**src/rtl/softmax_pkg.sv**
```systemverilog
// Shared types and default sizing for the softmax engine.
package softmax_pkg;

    localparam int N_CLASSES_DEF = 10;
    localparam int DATA_W_DEF    = 16;
    localparam int FRAC_W_DEF    = DATA_W_DEF - 1;

    typedef enum logic [2:0] {
        IDLE,
        MAX,
        EXP,
        SUM,
        DIV,
        HOLD
    } state_t;

endpackage

```
**src/rtl/softmax_div.sv**
```systemverilog
// Sequential restoring divider: one quotient bit per cycle, QUOT_W cycles per division.
module softmax_div #(
    parameter int DIVIDEND_W = 31,
    parameter int DIVISOR_W  = 20,
    parameter int QUOT_W     = 16
) (
    input  logic                  clk,
    input  logic                  rst,
    input  logic                  start,
    input  logic [DIVIDEND_W-1:0] dividend,
    input  logic [DIVISOR_W-1:0]  divisor,
    output logic                  busy,
    output logic                  done,
    output logic [QUOT_W-1:0]     quotient
);

    localparam int CNT_W = $clog2(QUOT_W + 1);

    logic [DIVISOR_W-1:0] rem, dsr, src_rem, src_dsr, diff, next_rem;
    logic [QUOT_W-1:0]    shreg, src_sh, next_sh;
    logic [DIVISOR_W:0]   trial;
    logic [CNT_W-1:0]     count;
    logic                 load, ge;

    // The load cycle already performs the first iteration on the fresh operands.
    always_comb begin
        load     = start && !busy;
        src_rem  = load ? DIVISOR_W'(dividend[DIVIDEND_W-1:QUOT_W]) : rem;
        src_sh   = load ? dividend[QUOT_W-1:0] : shreg;
        src_dsr  = load ? divisor : dsr;
        trial    = {src_rem, src_sh[QUOT_W-1]};
        ge       = trial >= {1'b0, src_dsr};
        diff     = trial[DIVISOR_W-1:0] - src_dsr;
        next_rem = ge ? diff : trial[DIVISOR_W-1:0];
        next_sh  = {src_sh[QUOT_W-2:0], ge};
    end

    always_ff @(posedge clk) begin
        if (rst) begin
            busy  <= 1'b0;
            done  <= 1'b0;
            count <= '0;
            rem   <= '0;
            shreg <= '0;
            dsr   <= '0;
        end else begin
            done <= 1'b0;
            if (load) begin
                rem   <= next_rem;
                shreg <= next_sh;
                dsr   <= divisor;
                count <= CNT_W'(QUOT_W - 1);
                busy  <= 1'b1;
            end else if (busy) begin
                rem   <= next_rem;
                shreg <= next_sh;
                count <= count - CNT_W'(1);
                if (count == CNT_W'(1)) begin
                    busy <= 1'b0;
                    done <= 1'b1;
                end
            end
        end
    end

    assign quotient = shreg;

endmodule

```
**src/rtl/softmax_engine.sv**
```systemverilog
// Multi-cycle softmax: max search, quadratic exp approximation, sum, per-element divide.
// Optional argmax output enabled by defining SOFTMAX_ARGMAX_EN.
module softmax_engine
    import softmax_pkg::*;
#(
    parameter int N_CLASSES = N_CLASSES_DEF,
    parameter int DATA_W    = DATA_W_DEF,
    parameter int FRAC_W    = DATA_W - 1
) (
    input  logic                          clk,
    input  logic                          rst,
    input  logic [N_CLASSES*DATA_W-1:0]   in_data,
    input  logic                          in_valid,
    output logic                          in_ready,
    output logic [N_CLASSES*DATA_W-1:0]   out_data,
    output logic                          out_valid,
    input  logic                          out_ready
`ifdef SOFTMAX_ARGMAX_EN
    ,
    output logic [$clog2(N_CLASSES)-1:0]  argmax
`endif
);

    localparam int IDX_W  = $clog2(N_CLASSES);
    localparam int SUM_W  = DATA_W + $clog2(N_CLASSES);
    localparam int XW     = DATA_W + 1;
    localparam int SQ_W   = 2 * XW;
    localparam int DIVN_W = DATA_W + FRAC_W;
    localparam logic [XW-1:0]     X_LIM    = XW'(1) << FRAC_W;
    localparam logic [DATA_W-1:0] E_MAX    = DATA_W'(X_LIM - XW'(1));
    localparam logic [DATA_W-1:0] MOST_NEG = {1'b1, {(DATA_W-1){1'b0}}};

    state_t state, next_state;

    // Holds the captured logits, then is overwritten in place by the exp terms.
    logic        [DATA_W-1:0] data_mem [N_CLASSES];
    logic        [IDX_W-1:0]  idx, div_sel;
    logic signed [DATA_W-1:0] max_val, cur;
    logic        [SUM_W-1:0]  sum;
    logic        [XW-1:0]     ax;
    logic        [SQ_W-1:0]   sq, e_pos, e_lin;
    logic        [DATA_W-1:0] e_val, div_q, q_sat;
    logic        [DIVN_W-1:0] div_dividend;
    logic                     idx_last, div_start, div_busy, div_done;

    assign idx_last = (idx == IDX_W'(N_CLASSES - 1));
    assign cur      = data_mem[idx];

    // Works on |x| = max - logit so the polynomial stays in unsigned arithmetic.
    always_comb begin
        ax    = {max_val[DATA_W-1], max_val} - {cur[DATA_W-1], cur};
        sq    = SQ_W'(ax) * SQ_W'(ax);
        e_pos = SQ_W'(E_MAX) + (sq >> (FRAC_W + 1));
        e_lin = e_pos - SQ_W'(ax);
        e_val = '0;
        if (ax <= X_LIM && e_pos >= SQ_W'(ax)) begin
            e_val = (e_lin > SQ_W'(E_MAX)) ? E_MAX : e_lin[DATA_W-1:0];
        end
    end

    assign div_sel      = (div_done && !idx_last) ? idx + IDX_W'(1) : idx;
    assign div_dividend = DIVN_W'(data_mem[div_sel]) << FRAC_W;
    assign q_sat        = (div_q > E_MAX) ? E_MAX : div_q;

    softmax_div #(
        .DIVIDEND_W(DIVN_W),
        .DIVISOR_W (SUM_W),
        .QUOT_W    (DATA_W)
    ) u_div (
        .clk     (clk),
        .rst     (rst),
        .start   (div_start),
        .dividend(div_dividend),
        .divisor (sum),
        .busy    (div_busy),
        .done    (div_done),
        .quotient(div_q)
    );

    always_ff @(posedge clk) begin
        if (rst) state <= IDLE;
        else     state <= next_state;
    end

    always_comb begin
        next_state = state;
        in_ready   = 1'b0;
        out_valid  = 1'b0;
        div_start  = 1'b0;
        case (state)
            IDLE: begin
                in_ready = 1'b1;
                if (in_valid) next_state = MAX;
            end
            MAX:  if (idx_last) next_state = EXP;
            EXP:  if (idx_last) next_state = SUM;
            SUM:  if (idx_last) next_state = DIV;
            DIV: begin
                if (div_done && idx_last) next_state = HOLD;
                else if (!div_busy)       div_start  = 1'b1;
            end
            HOLD: begin
                out_valid = 1'b1;
                if (out_ready) next_state = IDLE;
            end
            default: next_state = IDLE;
        endcase
    end

    always_ff @(posedge clk) begin
        if (rst) begin
            idx      <= '0;
            max_val  <= '0;
            sum      <= '0;
            out_data <= '0;
            for (int unsigned i = 0; i < N_CLASSES; i++) data_mem[i] <= '0;
`ifdef SOFTMAX_ARGMAX_EN
            argmax   <= '0;
`endif
        end else begin
            case (state)
                IDLE: if (in_valid && in_ready) begin
                    for (int unsigned i = 0; i < N_CLASSES; i++)
                        data_mem[i] <= in_data[i*DATA_W +: DATA_W];
                    idx     <= '0;
                    max_val <= MOST_NEG;
                    sum     <= '0;
`ifdef SOFTMAX_ARGMAX_EN
                    argmax  <= '0;
`endif
                end
                MAX: begin
                    if (cur > max_val) begin
                        max_val <= cur;
`ifdef SOFTMAX_ARGMAX_EN
                        argmax  <= idx;
`endif
                    end
                    idx <= idx_last ? '0 : idx + IDX_W'(1);
                end
                EXP: begin
                    data_mem[idx] <= e_val;
                    idx <= idx_last ? '0 : idx + IDX_W'(1);
                end
                SUM: begin
                    sum <= sum + SUM_W'(cur);
                    idx <= idx_last ? '0 : idx + IDX_W'(1);
                end
                DIV: if (div_done) begin
                    out_data[idx*DATA_W +: DATA_W] <= q_sat;
                    idx <= idx_last ? '0 : idx + IDX_W'(1);
                end
                default: ;
            endcase
        end
    end

endmodule

```
**config.mk**
```make
export PLATFORM = sky130hd
export DESIGN_NAME = softmax_engine
export DESIGN_NICKNAME = d
export VERILOG_FILES = /design/src/rtl/softmax_pkg.sv /design/src/rtl/softmax_div.sv /design/src/rtl/softmax_engine.sv
export SDC_FILE = /design/constraint.sdc
export NUM_CORES = 2
export LEC_CHECK = 0
export BUFFER_PORTS_ARGS = -buffer_cell sky130_fd_sc_hd__buf_2
export CAP_MARGIN = 20
export CORE_UTILIZATION = 37
export CTS_BUF_LIST = sky130_fd_sc_hd__clkbuf_4
export DETAILED_ROUTE_END_ITERATION = 6
export MAX_ROUTING_LAYER = met4
export PLACE_DENSITY = 0.58
export SLEW_MARGIN = 20
export SYNTH_ARGS = -nofsm -noshare
export SYNTH_HDL_FRONTEND = slang
export SYNTH_SLANG_ARGS = --single-unit
```
**constraint.sdc**
```tcl
create_clock -name clk -period 22.8 [get_ports clk]
set_clock_uncertainty 0.15 [all_clocks]
set_input_delay 5.7 -clock clk [delete_from_list [all_inputs] [get_ports clk]]
set_output_delay 5.7 -clock clk [all_outputs]
set_load 0.02 [all_outputs]
```
Word level (Yosys, flattened, before mapping)
Memory sizes are Yosys's and may differ from the RTL's. A register that Yosys moved wholly into a read port is not among the register bits.
Index checks and enable logic that the tools add are counted.
Widths: inputs -> output; s select.
{"block": "word_totals", "ramBits": 160, "out_inout_bits": 162, "n_memories": 1, "register_bits": 266}
{"block": "classes", "eq_ne": 16, "bitwise": 11, "n_addsub": 8, "magnitude_cmp": 6, "n_shift": 2, "multipliers": 1, "mux": 64, "reduce_logical": 21}
{"name": "data_mem", "depth": 10, "width": 16, "rd": 2, "rd_ports_with_merged_regs": 1, "wr": 10, "line_no": "softmax_engine.sv:36", "rtl": "logic [DATA_W-1:0] data_mem [N_CLASSES];"}
{"operator": "$mux 16", "n": 19}
{"operator": "$bwmux 160", "n": 1}
{"operator": "$shift 16x34->160 const A", "n": 1}
{"operator": "$shiftx 16x34->160", "n": 1}
{"operator": "$mux 20", "n": 6}
{"operator": "$pmux 20 s2", "n": 1}
{"operator": "$mux 4", "n": 9}
{"operator": "$gt 34x15->1 const B", "n": 1}
{"operator": "$mul 17x17->34", "n": 1}
{"operator": "$neg 8->34", "n": 1}
{"operator": "$pmux 16 s2", "n": 1}
{"operator": "$ge 21x20->1", "n": 1}
{"operator": "$add 20x20->20", "n": 1}
{"operator": "$sub 19x17->20", "n": 1}
{"operator": "$sub 20x20->20", "n": 1}
{"operator": "$add 15x18->19 const A", "n": 1}
{"operator": "$ge 19x17->1", "n": 1}
{"operator": "$mux 1", "n": 19}
{"operator": "$mux 3", "n": 6}
{"operator": "$pmux 3 s6", "n": 1}
{"operator": "$le 17x16->1 const B", "n": 1}
{"operator": "$sub 16x16->17", "n": 1}
{"operator": "$gt 16x15->1 const B", "n": 1}
{"operator": "$gt 16x16->1", "n": 1}
{"operator": "other kinds (23)", "n": 51}

Longest topological paths before layout
{"block": "depth", "word_depth": 10, "ltp_mapped": 56, "depth_no_buf": 50}

Cells and area by module
Synthesis repeated with hierarchy kept, for this count alone.
{"block": "unflattened", "hier_cells": 3524, "area_unflattened_um2": 36550.1}
{"module": "softmax_engine", "n_inst": 1, "seq_area_each_um2": 11831.3, "area_each_um2": 32695.1, "cells_per_inst": 3072}
{"module": "softmax_div", "n_inst": 1, "seq_area_each_um2": 1261.2, "area_each_um2": 3854.9, "cells_per_inst": 452}

Worst setup path after synthesis
OpenSTA, ideal clock, no wires.
{"block": "synth_timing", "kind": "reg-to-reg", "startpoint": "reg (tool-made name)", "endpoint": "mem data_mem[4][4] (netlist bit) (data pin)", "stages_incl_launch_ff": 51, "t_arrival_ns": 13.016, "required_time_ns": 22.470, "synth_period_minus_slack_ns": 13.346, "setup_ns": 0.180, "n_path_buf": 6, "slack_ns": 9.454, "cell_sequence": "dfxtp_1 > clkbuf_1 > buf_1 > mux4_2 > mux4_2 > inv_1 > ha_1 > nor2b_1 > o31ai_1 > a211oi_1 > or3_1 > xor2_1 > inv_1 > clkbuf_1 > nor2_1 > fa_1 > inv_1 > fa_1 > (+15 left out) > nor2b_1 > o21ai_0 > a32o_1 > a21oi_1 > xnor2_1 > ha_1 > and3_1 > nand3_1 > o211ai_1 > a311oi_1 > o21ai_0 > a221oi_1 > a22oi_1 > a211oi_2 > buf_4 > nor3_1 > buf_2 > o41ai_2"}
{"item": "end, declared", "line_no": "softmax_engine.sv:36"}

==> flow_metrics.env <==
export IMPL_grt_pass1_vias=27990
export IMPL_crit_arrival_ns=16.21
export IMPL_grt_max_degree=112
export IMPL_io_buffers=325
export IMPL_cts_root_buf="clkbuf_4"
export IMPL_synth_ff_latch_count=526
export IMPL_critPathTopFamily="compound AO/OA/AOI/OAI gates"
export IMPL_synthesis_area_um2=35660
export IMPL_final_common_cell="nor2_1"
export IMPL_die_h_um=312.5
export IMPL_rows=113
export IMPL_fin_crit_sh=0.6881
export IMPL_fillCellCount=9391
export IMPL_layout_nets=4461
export IMPL_cp_end_kind="flip-flop"
export IMPL_synth_cells=3580
export IMPL_ys_types=83
export IMPL_routabilityCongestion=0.9088
export IMPL_cts_hold_fix_buffers=0
export IMPL_dpl_cell_count=5044
export IMPL_violations="DRC"
export IMPL_insertion_delay_ns=1.02
export IMPL_cp_slowest_cell="nor3_2"
export IMPL_cts_max_level=4
export IMPL_vias_per_cell=5.534
export IMPL_grt_antenna_before_repair=10
export IMPL_hold_viol_final=0
export IMPL_grt_pass1_wl_um=175900
export IMPL_final_util=0.4261
export IMPL_ant_nets=0
export IMPL_slew_headroom=0.2123
export IMPL_maxCapViolCount=0
export IMPL_slowest_delay_ns=0.79
export IMPL_cts_resized_gates=0
export IMPL_grt_ovfl_total=0
export IMPL_grt_use_total=0.2468
export IMPL_tritoncts="yes"
export IMPL_synth_warnings=0
export IMPL_drv_slew=0
export IMPL_cts_sinks=526
export IMPL_async_flop_share=0
export IMPL_syn_avg_cell_area_um2=9.961
export IMPL_numCtsBuffers=136
export IMPL_min_period_ns=15.69
export IMPL_firstDrtPassIters=7
export IMPL_dp_hpwl_um=87730
export IMPL_fin_setup_tns_ns=0
export IMPL_hold_class="reg2reg"
export IMPL_crit_type="reg2reg"
export IMPL_drive_above_1_share=0.2123
export IMPL_fmax_mhz=63.74
export IMPL_drc=2
export IMPL_io_pins=326
export IMPL_critPathLaunchType="flip-flop"
export IMPL_synth_main_ff_cell="dfxtp_1"
export IMPL_rsz0062_at_grt="false"
export IMPL_worst_pin_slew_ns=1.182
export IMPL_whs_ns=0.2771
export IMPL_core_um2=95290
export IMPL_layout_common_cells="nor2_1, nand2_1, buf_2"
export IMPL_dr_first_iter_drc_count=2833
export IMPL_totalWireLength_um=118300
export IMPL_ys_seq_area_frac=0.3671
export IMPL_area_delta_synth_final_pct=13.85
export IMPL_dieArea_um2=97630
export IMPL_dieWidth_um=312.5
export IMPL_wl_per_cell_um=22.41
export IMPL_setup_violations=0
export IMPL_vias=29209
export IMPL_clock_path_buffers=3
export IMPL_status="complete, but fails checks"
export IMPL_start_util=0.3742
export IMPL_crit_fanout=40
export IMPL_synth_edf_count=256
export IMPL_cp_num_buf_inv=8
export IMPL_post_cts_buffers=0
export IMPL_clk_pin_slew_ns=0.07
export IMPL_fin_cells=5278
export IMPL_critPathRequiredTime_ns=23.32
[routing by layer]
metal | share of wire | GRT usage | routed length [um] | vias up
met5 | 0 | - | 0 | -
met1 | 0.41 | 0.3138 | 48420 | 14221
li1 | - | - | - | 13330
met3 | 0.080 | 0.04884 | 9456 | 268
met2 | 0.46 | 0.3767 | 54720 | 1390
met4 | 0.048 | 0.1183 | 5658 | 0
[flip-flops by register name, summed over array words and instances, names as in the netlist, 4 cells and up, named ones only]
| name | count |
|---|---|
| data_mem | 256 |
| out_data | 160 |
| sum | 20 |
| u_div.dsr | 20 |
| u_div.rem | 20 |
| max_val | 16 |
| u_div.quotient | 16 |
| u_div.count | 5 |
| idx | 4 |
[area by class of cell]
class | count | area, um^2 | share of cell area
multi-input combinational | 2537 | 20840 | 0.5132
clock buffer | 194 | 1456 | 0.03587
tap | 1265 | 1583 | 0.03898
antenna | 9 | 22.52 | 0.0005547
timing repair buffer | 403 | 2232 | 0.05498
inverter | 316 | 1186 | 0.02922
clock inverter | 28 | 183.9 | 0.004530
sequential | 526 | 13100 | 0.3226
[kinds of logic (layout without fill, tap and decap cells)]
group                    count (synthesis)  in the layout  share of synthesized area
AND/OR/NAND/NOR                       1213           1213                     0.1478
AO/OA/AOI/OAI                          603            603                     0.1080
flip-flops                             526            526                     0.3671
buffers and inverters                  522            941                    0.05558
adder cells (fa/ha/maj)                377            377                     0.1733
multiplexers                           252            252                     0.1269
XOR/XNOR                                86             86                    0.02112
other                                    1             15                  0.0001052
[path summary, 6_finish.rpt]
check / startpoint / endpoint / slack [ns] / cells after the start
setup / recovery: flip-flop / data_mem[13][11] / 7.11 / 48
hold / removal: u_div.count[4] / u_div.done / 0.28 / 1
setup reg to reg: flip-flop / data_mem[13][11] / 7.11 / 48
hold reg to reg: u_div.count[4] / u_div.done / 0.28 / 1
[stage by stage]
stage / instance area [um^2] / worst slack [ns]
global route: 40600 / 5.890
floorplan: 35680 / 9.454
CTS: 40540 / 7.085
finish: 40600 / 7.111
global placement: 38890 / 7.518
detailed placement: 38900 / 7.150
[worst reg2reg max path: cells and delay by family, from the launching register on]
kind	cells	cell delay, ns
adder cells (fa/ha/maj)	10	3.74
AO/OA/AOI/OAI	17	3.78
XOR/XNOR	3	0.95
AND/OR/NAND/NOR	8	3.00
buffers and inverters	8	1.83
flip-flops	1	0.70
multiplexers	2	1.20
[synthesized netlist by cell type, types with 5 or more instances]
cell,instances,share of area
nor3_1,147,0.021
nand4_1,13,0.0023
or2_2,5,0.00088
and3b_1,5,0.0012
a22oi_1,20,0.0042
nor2b_1,15,0.0026
o21bai_1,8,0.0017
nand2_1,393,0.041
nor2_1,468,0.049
a21oi_1,170,0.024
and4_1,5,0.0012
a2111oi_0,10,0.0025
o41ai_2,10,0.0046
o2111ai_1,5,0.0012
edfxtp_1,256,0.22
or3_1,13,0.0023
mux2i_1,91,0.026
a21o_1,29,0.0061
nand3_1,43,0.0060
inv_1,306,0.032
nor3b_1,20,0.0042
o41ai_1,23,0.0056
xnor2_1,59,0.014
fa_1,195,0.11
nand2b_1,18,0.0032
o21ai_0,192,0.027
a21boi_0,8,0.0017
clkbuf_1,179,0.019
a211oi_1,34,0.0072
ha_1,182,0.064
and3_1,14,0.0025
o21a_1,19,0.0040
xor2_1,27,0.0066
mux4_2,160,0.10
buf_1,11,0.0012
and2_1,27,0.0047
buf_2,15,0.0021
o211ai_1,14,0.0029
nor4_1,14,0.0025
a31oi_1,9,0.0016
dfxtp_1,270,0.15
clkinv_1,6,0.00063
Power is not shown: default switching activity piles up to over one toggle a cycle in this logic, so the estimate is an artifact.
